--- src/rtl/regwrite_pkg.sv ---
// Shared definitions for the register-write decoder: default select width,
// zero-register index and the per-bit one-hot helper.
package regwrite_pkg;

    localparam int unsigned ADDR_W_DEFAULT = 5;

    // Index of the hard-wired zero register for a given select width.
    function automatic int unsigned zero_index(input int unsigned addr_w);
        return (32'd1 << addr_w) - 32'd1;
    endfunction

    // One bit of a one-hot code: true when output position pos is selected.
    function automatic logic onehot_bit(input logic [31:0] sel, input int unsigned pos);
        return sel == 32'(pos);
    endfunction

endpackage

--- src/rtl/onehot_decoder.sv ---
// Combinational index-to-one-hot stage with an enable; all-zero when disabled.
module onehot_decoder
    import regwrite_pkg::*;
#(
    parameter int unsigned ADDR_W = ADDR_W_DEFAULT
) (
    input  logic [ADDR_W-1:0]      addr,
    input  logic                   en,
    output logic [(1<<ADDR_W)-1:0] out
);

    localparam int unsigned N = 1 << ADDR_W;

    always_comb begin
        // NOTE: assign a default before any conditional logic so no path leaves
        // a bit unassigned; an unassigned path in always_comb infers a latch.
        out = '0;
        for (int i = 0; i < N; i++) begin
            out[i] = en && onehot_bit(32'(addr), i);
        end
    end

endmodule

--- src/rtl/regwrite_decoder.sv ---
// Register-write decoder: registered one-hot write enable plus pending-write
// scoreboard. Define REGWRITE_DECODER_CHECK_EN to add the sticky err checker.
module regwrite_decoder
    import regwrite_pkg::*;
#(
    parameter int unsigned ADDR_W  = ADDR_W_DEFAULT,
    parameter bit          ZERO_EN = 1'b1
) (
    input  logic                   clk,
    input  logic                   reset,
    input  logic                   write,
    input  logic [ADDR_W-1:0]      addr,
    input  logic                   stall,
    input  logic                   flush,
    input  logic                   retire,
    input  logic [ADDR_W-1:0]      retire_addr,
    input  logic [ADDR_W-1:0]      rd_addr,
    output logic [(1<<ADDR_W)-1:0] out,
    output logic [(1<<ADDR_W)-1:0] busy,
    output logic                   rd_busy
`ifdef REGWRITE_DECODER_CHECK_EN
    ,
    output logic                   err
`endif
);

    localparam int unsigned N        = 1 << ADDR_W;
    localparam int unsigned ZERO_IDX = zero_index(ADDR_W);

    logic         advance;
    logic         addr_suppressed;
    logic         issue_en;
    logic         retire_en;
    logic [N-1:0] issue_vec;
    logic [N-1:0] retire_vec;
    logic [N-1:0] busy_next;

    // Flush overrides stall, so the pipeline advances on either condition.
    assign advance         = !stall || flush;
    assign addr_suppressed = ZERO_EN && (32'(addr) == ZERO_IDX);
    assign issue_en        = write && !stall && !flush && !addr_suppressed;
    assign retire_en       = retire && advance;

    onehot_decoder #(.ADDR_W(ADDR_W)) u_issue_dec (
        .addr (addr),
        .en   (issue_en),
        .out  (issue_vec)
    );

    onehot_decoder #(.ADDR_W(ADDR_W)) u_retire_dec (
        .addr (retire_addr),
        .en   (retire_en),
        .out  (retire_vec)
    );

    // Set is applied after clear so a same-cycle re-issue keeps the entry busy.
    // The zero register is never issued, so its busy bit can never become set.
    assign busy_next = (busy & ~retire_vec) | issue_vec;

    always_ff @(posedge clk) begin
        // NOTE: state registers use non-blocking assignments so every flop
        // samples pre-edge values regardless of statement order.
        if (reset) begin
            out  <= '0;
            busy <= '0;
        end else if (advance) begin
            out  <= issue_vec;
            busy <= busy_next;
        end
    end

    // Hazard query sees the registered scoreboard only, no same-cycle bypass.
    assign rd_busy = busy[rd_addr];

`ifdef REGWRITE_DECODER_CHECK_EN
    logic out_bad;
    logic retire_bad;

    assign out_bad    = (out & (out - N'(1))) != '0;
    assign retire_bad = retire_en && !busy[retire_addr];

    always_ff @(posedge clk) begin
        if (reset) begin
            err <= 1'b0;
        end else if (out_bad || retire_bad) begin
            err <= 1'b1;
        end
    end
`endif

endmodule

--- config.mk ---
export PLATFORM = sky130hd
export DESIGN_NAME = regwrite_decoder
export DESIGN_NICKNAME = d
export VERILOG_FILES = /design/src/rtl/regwrite_pkg.sv /design/src/rtl/onehot_decoder.sv /design/src/rtl/regwrite_decoder.sv
export SDC_FILE = /design/constraint.sdc
export NUM_CORES = 1
export LEC_CHECK = 0
export BUFFER_PORTS_ARGS = -buffer_cell sky130_fd_sc_hd__buf_2
export CAP_MARGIN = 5
export CORE_MARGIN = 2
export CORE_UTILIZATION = 40
export CTS_BUF_LIST = sky130_fd_sc_hd__clkbuf_16
export CTS_CLUSTER_SIZE = 25
export DETAILED_ROUTE_END_ITERATION = 8
export PLACE_DENSITY = 0.67
export SYNTH_ARGS = -nofsm -noshare
export SYNTH_HDL_FRONTEND = slang
export SYNTH_SLANG_ARGS = --single-unit
--- constraint.sdc ---
create_clock -name clk -period 3.7 [get_ports clk]
set_clock_uncertainty 0.2 [all_clocks]
set_input_delay 0.185 -clock clk [delete_from_list [all_inputs] [get_ports clk]]
set_output_delay 0.185 -clock clk [all_outputs]
set_load 0.005 [all_outputs]
==> results of run 1 <==
==> stage by stage <==
step                hold WS [ns]  area, um^2  util [%]  worst slack (ns)  cells
floorplan                  0.139        2590         -              2.07    315
finish                    0.0758        3410      54.1              1.61    479
CTS                       0.0614        3410      54.1              1.65    479
detailed placement         0.246        3060      48.5              1.72    462
global route               0.102        3410      54.1              1.49    479
global placement           0.243        3060      48.5              1.77    462
==> worst reg2reg max path, stage by stage (launching register included) <==
cell,delay [ns]
dfxtp_1,0.36
o21ai_0,0.11
a21oi_1,0.17
==> registers in the layout, summed over array words and instances (netlist names) <==
register and cells:
busy 32, out 32
==> cell families (layout without fill, tap and decap cells) <==
family / Yosys count / in the layout / share of synthesized area, %
muxes: 16 / 16 / 6.17
AOI/OAI and AO/OA: 102 / 102 / 20.3
and+or+nand+nor: 117 / 117 / 21.6
DFF: 64 / 64 / 49.4
buffers and inverters: 16 / 103 / 2.56
==> final cells by class <==
type	count	area, um^2	share of cell area [%]
Sequential cell	64	1280	37.5
Multi-Input combinational cell	235	1250	36.6
Timing Repair Buffer	87	443	13.0
Clock buffer	9	225	6.60
Clock inverter	7	119	3.48
Tap cell	77	96.3	2.82
==> how the worst max path moves through the flow <==
stage                     slack [ns]       start       to
after floorplan                 2.07  rd_addr[1]  rd_busy
after global placement          1.77  rd_addr[1]  rd_busy
after detailed placement        1.72  rd_addr[1]  rd_busy
after CTS                       1.65       stall  out[15]
after global routing            1.49       stall  out[27]
final                           1.61       stall  out[19]
==> power breakdown <==
group | switching [uW] | internal [uW] | total [uW] | leakage (uW)
combinational | 64.1 | 29.9 | 94.1 | 0.000760
sequential | 1.46 | 692 | 693 | 0.000515
clock | 311 | 658 | 969 | 0.000164
==> routing by layer <==
| metal | wire (um) | up-vias | part of all wire, % |
|---|---|---|---|
| met2 | 3430 | 112 | 45 |
| met3 | 641 | 13 | 8.3 |
| met4 | 133 | 0 | 1.7 |
| met5 | 0 | - | 0 |
| met1 | 3500 | 1187 | 45 |
| li1 | - | 1268 | - |
==> placed cells by master, fill, tap and decap left out, types with 2 or more instances in the layout <==
master and instances:
bufinv_16 3, a21oi_1 65, and2_1 2, nand3b_1 2, dfxtp_1 64, nor4_1 3
nor2_1 4, o21ai_1 4, nand2b_1 12, nor4_2 2, mux2i_1 16, o21ai_0 27
buf_2 85, nor3b_1 2, clkbuf_16 9, nor3_1 3, nand3_1 4, a22oi_1 4
or2_2 3, nor2b_1 4, nand2_1 72
==> summary.md, run 1 <==
| Metric | Value |
|---|---|
| Max Cap Viol | `0` |
| Area grow syn2layout | `31.6%` |
| Worst reg2reg startpoint | `busy[29]` |
| Gp weighted congestion | `0.860` |
| First-pass GRT wire length | `12100 um` |
| Post-CTS setup buffer count | `0` |
| DRT antenna net count | `0` |
| Synthesized net count | `336` |
| Slowest CP cell | `nor4_1` |
| R2R cell count | `2` |
| Grt met2 use | `30.6%` |
| Largest stage delay on the critical path | `0.71 ns` |
| IO Pins | `86` |
| Gates resized, CTS repair | `0` |
| Setup violators final | `0` |
| Area of the mapped netlist | `2590 um^2` |
| Crit-path leading delay family | `simple AND/OR/NAND/NOR gates` |
| GR peak layer | `met1` |
| Die Ht | `84.5 um` |
| Register bit total from synthesis | `64` |
| Worst Hold End | `busy[3]` |
| Die area | `7150 um^2` |
| Post-CTS Hold Fix Bufs | `1` |
| Cells after synthesis | `315` |
| Critical Path Fanout Max | `4` |
| Top-count cell post-synth | `nand2_1` |
| Sequential fraction of the synthesis area | `49.4%` |
| Syn. warnings | `0` |
| Initial antenna violation count | `0` |
| Terminus of the critical flop-to-flop path | `busy[29]` |
| CTS tree | `built` |
| Core area | `6310 um^2` |
| Clk_lat worst skew | `0.33 ns` |
| Wirelength per Cell | `16.1 um` |
| Tightest Pin Transition | `1.09 ns` |
| WP data required | `3.75 ns` |
| Worst hold stages | `4` |
| Worst path depth | `6` |
| Power, Total | `1760 uW` |
| Cell Chain, Critical Path | `dlygate4sd3_1 -> buf_2 -> nand2b_1 -> nor4_1 -> nand2_1 -> a21oi_1` |
| Num CTS Buffers | `9` |
| Ant diodes | `0` |
| Peak Freq | `0.478 GHz` |
| Pwr dens | `514 nW/um^2` |
| Crit path kind | `in2reg` |
| Post-synth EDFFs | `0` |
| Startpoint class of the critical path | `input port` |
| Clock Sinks | `64` |
| Fin. Hold Viols | `0` |
| Area leader, netlist | `dfxtp_1` |
| Final min period | `2.09 ns` |
| Hold crit path type | `in2reg` |
| Largest net degree at the start of global routing | `65` |
| Worst EP arrival | `2.14 ns` |
| Setup TNS | `0 ns` |
| Fill count | `617` |
| Vias in the first global route | `2394` |
| I/O Buffers | `85` |
| Total GRT Usage | `21.6%` |
| Worst rel slew slack | `27.0%` |
| Post-synth top flop | `dfxtp_1` |
| Unique masters post-synth | `27` |
| GR Layer Usage met3 | `5.51%` |
| NumNets Final | `418` |
| Async SR Flop Fraction | `0%` |
| Leak | `0.00144 uW` |
| Via Count | `2580` |
| Detailed placement HPWL | `5520 um` |
| Starting DRC count in detailed routing | `218` |
| Status | `completed` |
| Root buffer cell | `clkbuf_16` |
| Row count | `29` |
| H-tree Lvls | `3` |
| Layout cell share with drive strength beyond 1 | `26.9%` |
| Buf/Inv on CP | `2` |
| R2r setup slk | `2.78 ns` |
| Post-synth top area share | `49.4%` |
| Grt total ovfl | `0` |
| Die width | `84.5 um` |
| RSZ-0062 raised after global routing | `no` |
| Most frequent cells after synthesis | `72 x nand2_1, 65 x a21oi_1, 64 x dfxtp_1` |
| Pre-antenna DRT Iters | `5` |
| CTS Buffer Depth | `2` |
| Pins Over Slew Limit | `0` |
| Synth top area cells | `dfxtp_1 49%, a21oi_1 13%, nand2_1 10%` |
| Met1 GRT Util | `31.4%` |
| Crit end category | `register` |
| Hold Crit Start | `addr[2]` |
| VDD IR max | `0.243 mV` |
| Residual DRC | `0` |
| Drt via density | `5.39` |
| Synth Area per Inst | `8.24 um^2` |
| Starting Density | `41.1%` |
| Clock slew at reported path FFs | `0.05 ns` |
| Crit share post-route | `56.6%` |
| Routed wire length | `7710 um` |
(Power assumes the default switching activity.)
==> inputs of run 2 (changes only) <==
--- a/config.mk
+++ b/config.mk
@@ -12,7 +12,7 @@
 export CTS_BUF_LIST = sky130_fd_sc_hd__clkbuf_16
 export CTS_CLUSTER_SIZE = 25
 export DETAILED_ROUTE_END_ITERATION = 8
-export PLACE_DENSITY = 0.67
+export PLACE_DENSITY = 0.69
 export SYNTH_ARGS = -nofsm -noshare
 export SYNTH_HDL_FRONTEND = slang
 export SYNTH_SLANG_ARGS = --single-unit
==> constraint.sdc (replaced) <==
create_clock -name clk -period 1.7 [get_ports clk]
set_clock_uncertainty 0.2 [all_clocks]
set_input_delay 0.085 -clock clk [delete_from_list [all_inputs] [get_ports clk]]
set_output_delay 0.085 -clock clk [all_outputs]
set_load 0.005 [all_outputs]
==> summary.md, run 2 (synthesized netlist as in run 1, its figures left out) <==
| Metric | Value |
|---|---|
| Status | `complete, but fails checks` |
| Failing checks | `negative setup slack` |
| DRT antenna net count | `0 (unchanged)` |
| Core area | `6310 um^2 (unchanged)` |
| NumNets Final | `440 (+5.3%)` |
| VDD IR max | `0.679 mV (+180%)` |
| Die area | `7150 um^2 (unchanged)` |
| Worst rel slew slack | `75.7% (+49 points)` |
| Gp weighted congestion | `0.884 (+2.8%)` |
| Grt total ovfl | `0 (unchanged)` |
| Final min period | `1.85 ns` |
| Die width | `84.5 um (unchanged)` |
| Commonest non-fill, non-tap cell in the layout | `buf_2` |
| Vias in the first global route | `2553 (+6.6%)` |
| Peak Freq | `0.540 GHz` |
| Wirelength per Cell | `15.7 um (-2.3%)` |
| Post-route cell area | `3710 um^2 (+8.7%)` |
| Worst hold stages | `4 (unchanged)` |
| Slowest CP cell | `a311o_1` |
| Total GRT Usage | `22.5% (+0.94 points)` |
| Leak | `0.00157 uW (+9.4%)` |
| Terminus of the critical flop-to-flop path | `busy[0]` |
| Routed wire length | `7880 um (+2.2%)` |
| Post-route setup slack | `-0.152 ns (-1.76 ns)` |
| Commonest cells after routing, fill and taps aside | `84 x buf_2, 72 x nand2_1, 65 x a21oi_1` |
| Crit path kind | `reg2out` |
| Hold Crit Start | `retire_addr[1]` |
| Largest net degree at the start of global routing | `36 (-45%)` |
| First-pass GRT wire length | `12600 um (+3.8%)` |
| R2R cell count | `2 (unchanged)` |
| Setup violators final | `1 (+1)` |
| Row count | `29 (unchanged)` |
| Starting Density | `41.1% (unchanged)` |
| Via Count | `2706 (+4.9%)` |
| Finished Layout Cells | `501 (+4.6%)` |
| Drt via density | `5.40 (+0.28%)` |
| RSZ-0062 raised after global routing | `yes` |
| Worst EP arrival | `1.57 ns (-0.57 ns)` |
| CTS Buffer Depth | `2 (unchanged)` |
| Die Ht | `84.5 um (unchanged)` |
| Pins Over Slew Limit | `0 (unchanged)` |
| H-tree Lvls | `3 (unchanged)` |
| I/O Buffers | `85 (unchanged)` |
| R2r setup slk | `0.79 ns (-1.99 ns)` |
| Worst Hold End | `busy[7]` |
| Fin. Hold Viols | `0 (unchanged)` |
| Residual DRC | `0 (unchanged)` |
| Hold crit path type | `in2reg` |
| Dpl cells | `477 (+3.2%)` |
| Crit share post-route | `109%` |
| Area grow syn2layout | `43.1%` |
| Tightest Pin Transition | `0.365 ns (-0.730 ns)` |
| Pwr dens | `1070 nW/um^2 (+110%)` |
| Largest stage delay on the critical path | `0.36 ns (-0.35 ns)` |
| Worst reg2reg startpoint | `busy[0]` |
| CTS tree | `built` |
| Pre-antenna DRT Iters | `5 (unchanged)` |
| Crit end category | `primary output` |
| Place WS | `0.0733 ns (-1.65 ns)` |
| Area after DPL | `3200 um^2 (+4.5%)` |
| Initial antenna violation count | `0 (unchanged)` |
| Root buffer cell | `clkbuf_16` |
| Starting DRC count in detailed routing | `198 (-9.2%)` |
| IO Pins | `86 (unchanged)` |
| Layout cell share with drive strength beyond 1 | `32.1% (+5.2 points)` |
| Clock Sinks | `64 (unchanged)` |
| Clk_lat worst skew | `0.32 ns (about the same)` |
| Critical Path Fanout Max | `3 (-1)` |
| CP startpoint | `busy[19]` |
| Detailed placement HPWL | `5610 um (+1.7%)` |
| WP data required | `1.41 ns (-2.34 ns)` |
| Cell Chain, Critical Path | `mux2i_1 -> a22oi_1 -> nand4b_1 -> a21oi_1 -> a311o_1 -> buf_2` |
| Regs by FF count | `busy: 32 flops, out: 32 flops` |
| Ant diodes | `0 (unchanged)` |
| Startpoint class of the critical path | `register` |
| Num CTS Buffers | `9 (unchanged)` |
| Max Cap Viol | `0 (unchanged)` |
| Clock slew at reported path FFs | `0.06 ns (about the same)` |
run 2: cell count changes in the layout (fill, tap and decap cells not counted), sizes merged:
cell / before / now
dlygate4sd3: 1 / 7
buf: 86 / 102
clkinv: 2 / 1
bufinv: 3 / 4
run 2: worst max path at each step:
stage,endpoint,cells after the start,slack (ns)
after floorplan,rd_busy,7,0.27
after global placement,rd_busy,8,0.11
after detailed placement,rd_busy,8,0.07
after CTS,rd_busy,6,-0.15
after global routing,rd_busy,6,-0.22
final,rd_busy,6,-0.15
run 2: final cells by class:
class,instances,area (um^2)
tap,77,96.3
fill,599,2600
clock inverter,7,135
clock buffer,9,225
timing repair buffer,109,651
multi-input combinational,235,1320
sequential,64,1290
run 2: worst max-delay path: cells and delay by family (launching register included):
kind                   cells  cell delay (ns)
AOI/OAI and AO/OA          3             0.51
DFF                        1             0.33
muxes                      1             0.14
buffers and inverters      1             0.14
and+or+nand+nor            1             0.12
run 2: metal layers:
metal  up-vias  track usage, %  routed length, um
li1       1307               -                  -
met1      1268            30.5               3470
met2       123            34.2               3710
met3         8            7.08                626
met4         0            7.22                 76
met5         -               0                  0
run 2: through the flow:
step	TNS, ns	util [%]	total power [uW]	hold WS, ns
finish	-0.152	58.8	3980	0.0461
global route	-0.245	58.8	4110	0.0515
CTS	-0.147	57.5	3980	0.0426
detailed placement	0	50.7	1760	0.213
global placement	0	50.7	1760	0.212
floorplan	0	-	1660	0.0385
run 2: power breakdown:
part | internal (uW) | switching (uW)
clock | 1570 | 647
combinational | 99.9 | 157
sequential | 1510 | 3.30
run 2: repair_timing:
| item | 4_1_cts | 5_1_grt |
|---|---|---|
| pin swaps | 3 | 6 |
| buffers inserted | 0 | 1 |
| resized for setup | 0 | 32 |
| endpoints found under the hold margin | 15 | 0 |
| hold buffers | 7 | 0 |
| setup endpoints to repair | 1 | 44 |
==> inputs of run 3 (changes only) <==
==> constraint.sdc (replaced) <==
create_clock -name clk -period 1.7 [get_ports clk]
set_clock_uncertainty 0.2 [all_clocks]
set_input_delay 0.255 -clock clk [delete_from_list [all_inputs] [get_ports clk]]
set_output_delay 0.255 -clock clk [all_outputs]
set_load 0.005 [all_outputs]
==> summary.md, run 3 (synthesized netlist as in run 1, its figures left out) <==
| Metric | Value |
|---|---|
| I/O Buffers | `85 (unchanged)` |
| R2r setup slk | `0.73 ns (-0.06 ns)` |
| Num CTS Buffers | `9 (unchanged)` |
| Crit path kind | `reg2out` |
| Worst rel slew slack | `71.9% (-3.7 points)` |
| Ant diodes | `0 (unchanged)` |
| Failing checks | `negative setup slack` |
| Post-route setup slack | `-0.306 ns (-0.154 ns)` |
| Cell Chain, Critical Path | `mux2i_1 -> a22oi_1 -> nand3_1 -> nand2_1 -> a311o_1 -> buf_2` |
| Grt total ovfl | `0 (unchanged)` |
| Clk_lat worst skew | `0.33 ns (about the same)` |
| Clock Sinks | `64 (unchanged)` |
| Via Count | `2691 (-0.55%)` |
| H-tree Lvls | `3 (unchanged)` |
| Drt via density | `5.33 (-1.3%)` |
| Largest net degree at the start of global routing | `32 (-11%)` |
| Commonest non-fill, non-tap cell in the layout | `buf_2` |
| Routed wire length | `7980 um (+1.3%)` |
| Die area | `7150 um^2 (unchanged)` |
| Worst EP arrival | `1.55 ns (-0.02 ns)` |
| Final Util | `58.3% (-0.46 points)` |
| Starting Density | `41.1% (unchanged)` |
| CTS Buffer Depth | `2 (unchanged)` |
| RSZ-0062 raised after global routing | `yes` |
| Detailed placement HPWL | `5800 um (+3.3%)` |
| Met1 GRT Util | `30.5% (+0.037 points)` |
| Tightest Pin Transition | `0.417 ns (+0.0526 ns)` |
| First-pass GRT wire length | `12300 um (-1.8%)` |
| Total GRT Usage | `22.4% (-0.073 points)` |
| IO Pins | `86 (unchanged)` |
| Crit share post-route | `118% (+9.1 points)` |
| Startpoint class of the critical path | `register` |
| Area grow syn2layout | `41.9%` |
| Power, Total | `4000 uW (+0.46%)` |
| Commonest cells after routing, fill and taps aside | `85 x buf_2, 72 x nand2_1, 64 x a21oi_1` |
| Post-CTS Hold Fix Bufs | `0 (-7)` |
| Leak | `0.00160 uW (+1.7%)` |
| Gp weighted congestion | `0.894 (+1.0%)` |
| Dpl cells | `487 (+2.1%)` |
| Clock slew at reported path FFs | `0.05 ns (about the same)` |
| GR peak layer | `met2` |
| Critical Path Fanout Max | `2 (-1)` |
| Residual DRC | `0 (unchanged)` |
| Vias in the first global route | `2453 (-3.9%)` |
| VDD IR max | `0.773 mV (+14%)` |
| Die width | `84.5 um (unchanged)` |
| Layout cell share with drive strength beyond 1 | `33.2% (+1.1 points)` |
| Crit end category | `primary output` |
| Max Cap Viol | `0 (unchanged)` |
| Pins Over Slew Limit | `0 (unchanged)` |
| Pwr dens | `1090 nW/um^2 (+1.2%)` |
| Initial antenna violation count | `0 (unchanged)` |
| NumNets Final | `444 (+0.91%)` |
| Largest stage delay on the critical path | `0.34 ns (-0.02 ns)` |
| GR Layer Usage met3 | `5.21% (-1.9 points)` |
| Final min period | `2.01 ns (+0.154 ns)` |
| Wirelength per Cell | `15.8 um (+0.45%)` |
| Grt met2 use | `32.9% (-1.3 points)` |
| Row count | `29 (unchanged)` |
| Status | `complete, but fails checks` |
| Setup violators final | `1 (unchanged)` |
| Fin. Hold Viols | `0 (unchanged)` |
| CTS tree | `built` |
| Slowest CP cell | `a311o_1` |
| Hold WS | `0.0473 ns (+0.00121 ns)` |
| Core area | `6310 um^2 (unchanged)` |
| Die Ht | `84.5 um (unchanged)` |
| Root buffer cell | `clkbuf_16` |
| Peak Freq | `0.498 GHz (-7.7%)` |
| Setup TNS | `-0.306 ns (-0.154 ns)` |
| WP data required | `1.24 ns (-0.17 ns)` |
| Pre-antenna DRT Iters | `5 (unchanged)` |
| DRT antenna net count | `0 (unchanged)` |
| Regs by FF count | `busy: 32 flops, out: 32 flops` |
| Hold crit path type | `in2reg` |
| Starting DRC count in detailed routing | `182 (-8.1%)` |
| Finished Layout Cells | `505 (+0.80%)` |
## run 3: report_power, final
group | total (uW) | switching, uW | internal (uW)
Sequential | 1510 | 3.16 | 1510
Clock | 2250 | 667 | 1580
Combinational | 244 | 149 | 95.0
## run 3: final timing paths
path	from	endpoint	depth (start not counted)
hold reg to reg	out[30]	out[30]	2
setup / recovery	busy[27]	rd_busy	6
setup reg to reg	busy[26]	busy[26]	3
hold / removal	stall	out[31]	3
## run 3: area by class of cell
class	instances	area (um^2)
timing repair buffer	113	677
fill	634	2630
tap	77	96.3
clock inverter	7	144
clock buffer	9	225
sequential	64	1290
multi-input combinational	235	1250
## run 3: routing by layer
layer	vias up	share of wire (%)	wire [um]
met3	19	6.9	549
met4	0	2.7	218
met2	115	45	3600
li1	1317	-	-
met5	-	0	0
met1	1240	45	3610
## run 3: timing repair
| action | in CTS | in global routing |
|---|---|---|
| setup buffers | 0 | 2 |
| gates resized for setup | 1 | 6 |
| pin swaps | 2 | 7 |
| setup endpoints to repair | 1 | 1 |
## run 3: worst max-delay path, delay by kind of cell (launching register included)
family          cells  cell delay (ns)
simple gates        2             0.15
flops               1             0.32
compound gates      2             0.45
buf+inv             1             0.14
mux                 1             0.17
## run 3: per-stage QoR
step	area, um^2	setup slack [ns]
5_1_grt	3680	-0.364
6_report	3680	-0.306
3_3_place_gp	3290	-0.217
3_5_place_dp	3290	-0.253
4_1_cts	3660	-0.279
2_1_floorplan	2600	0.0263
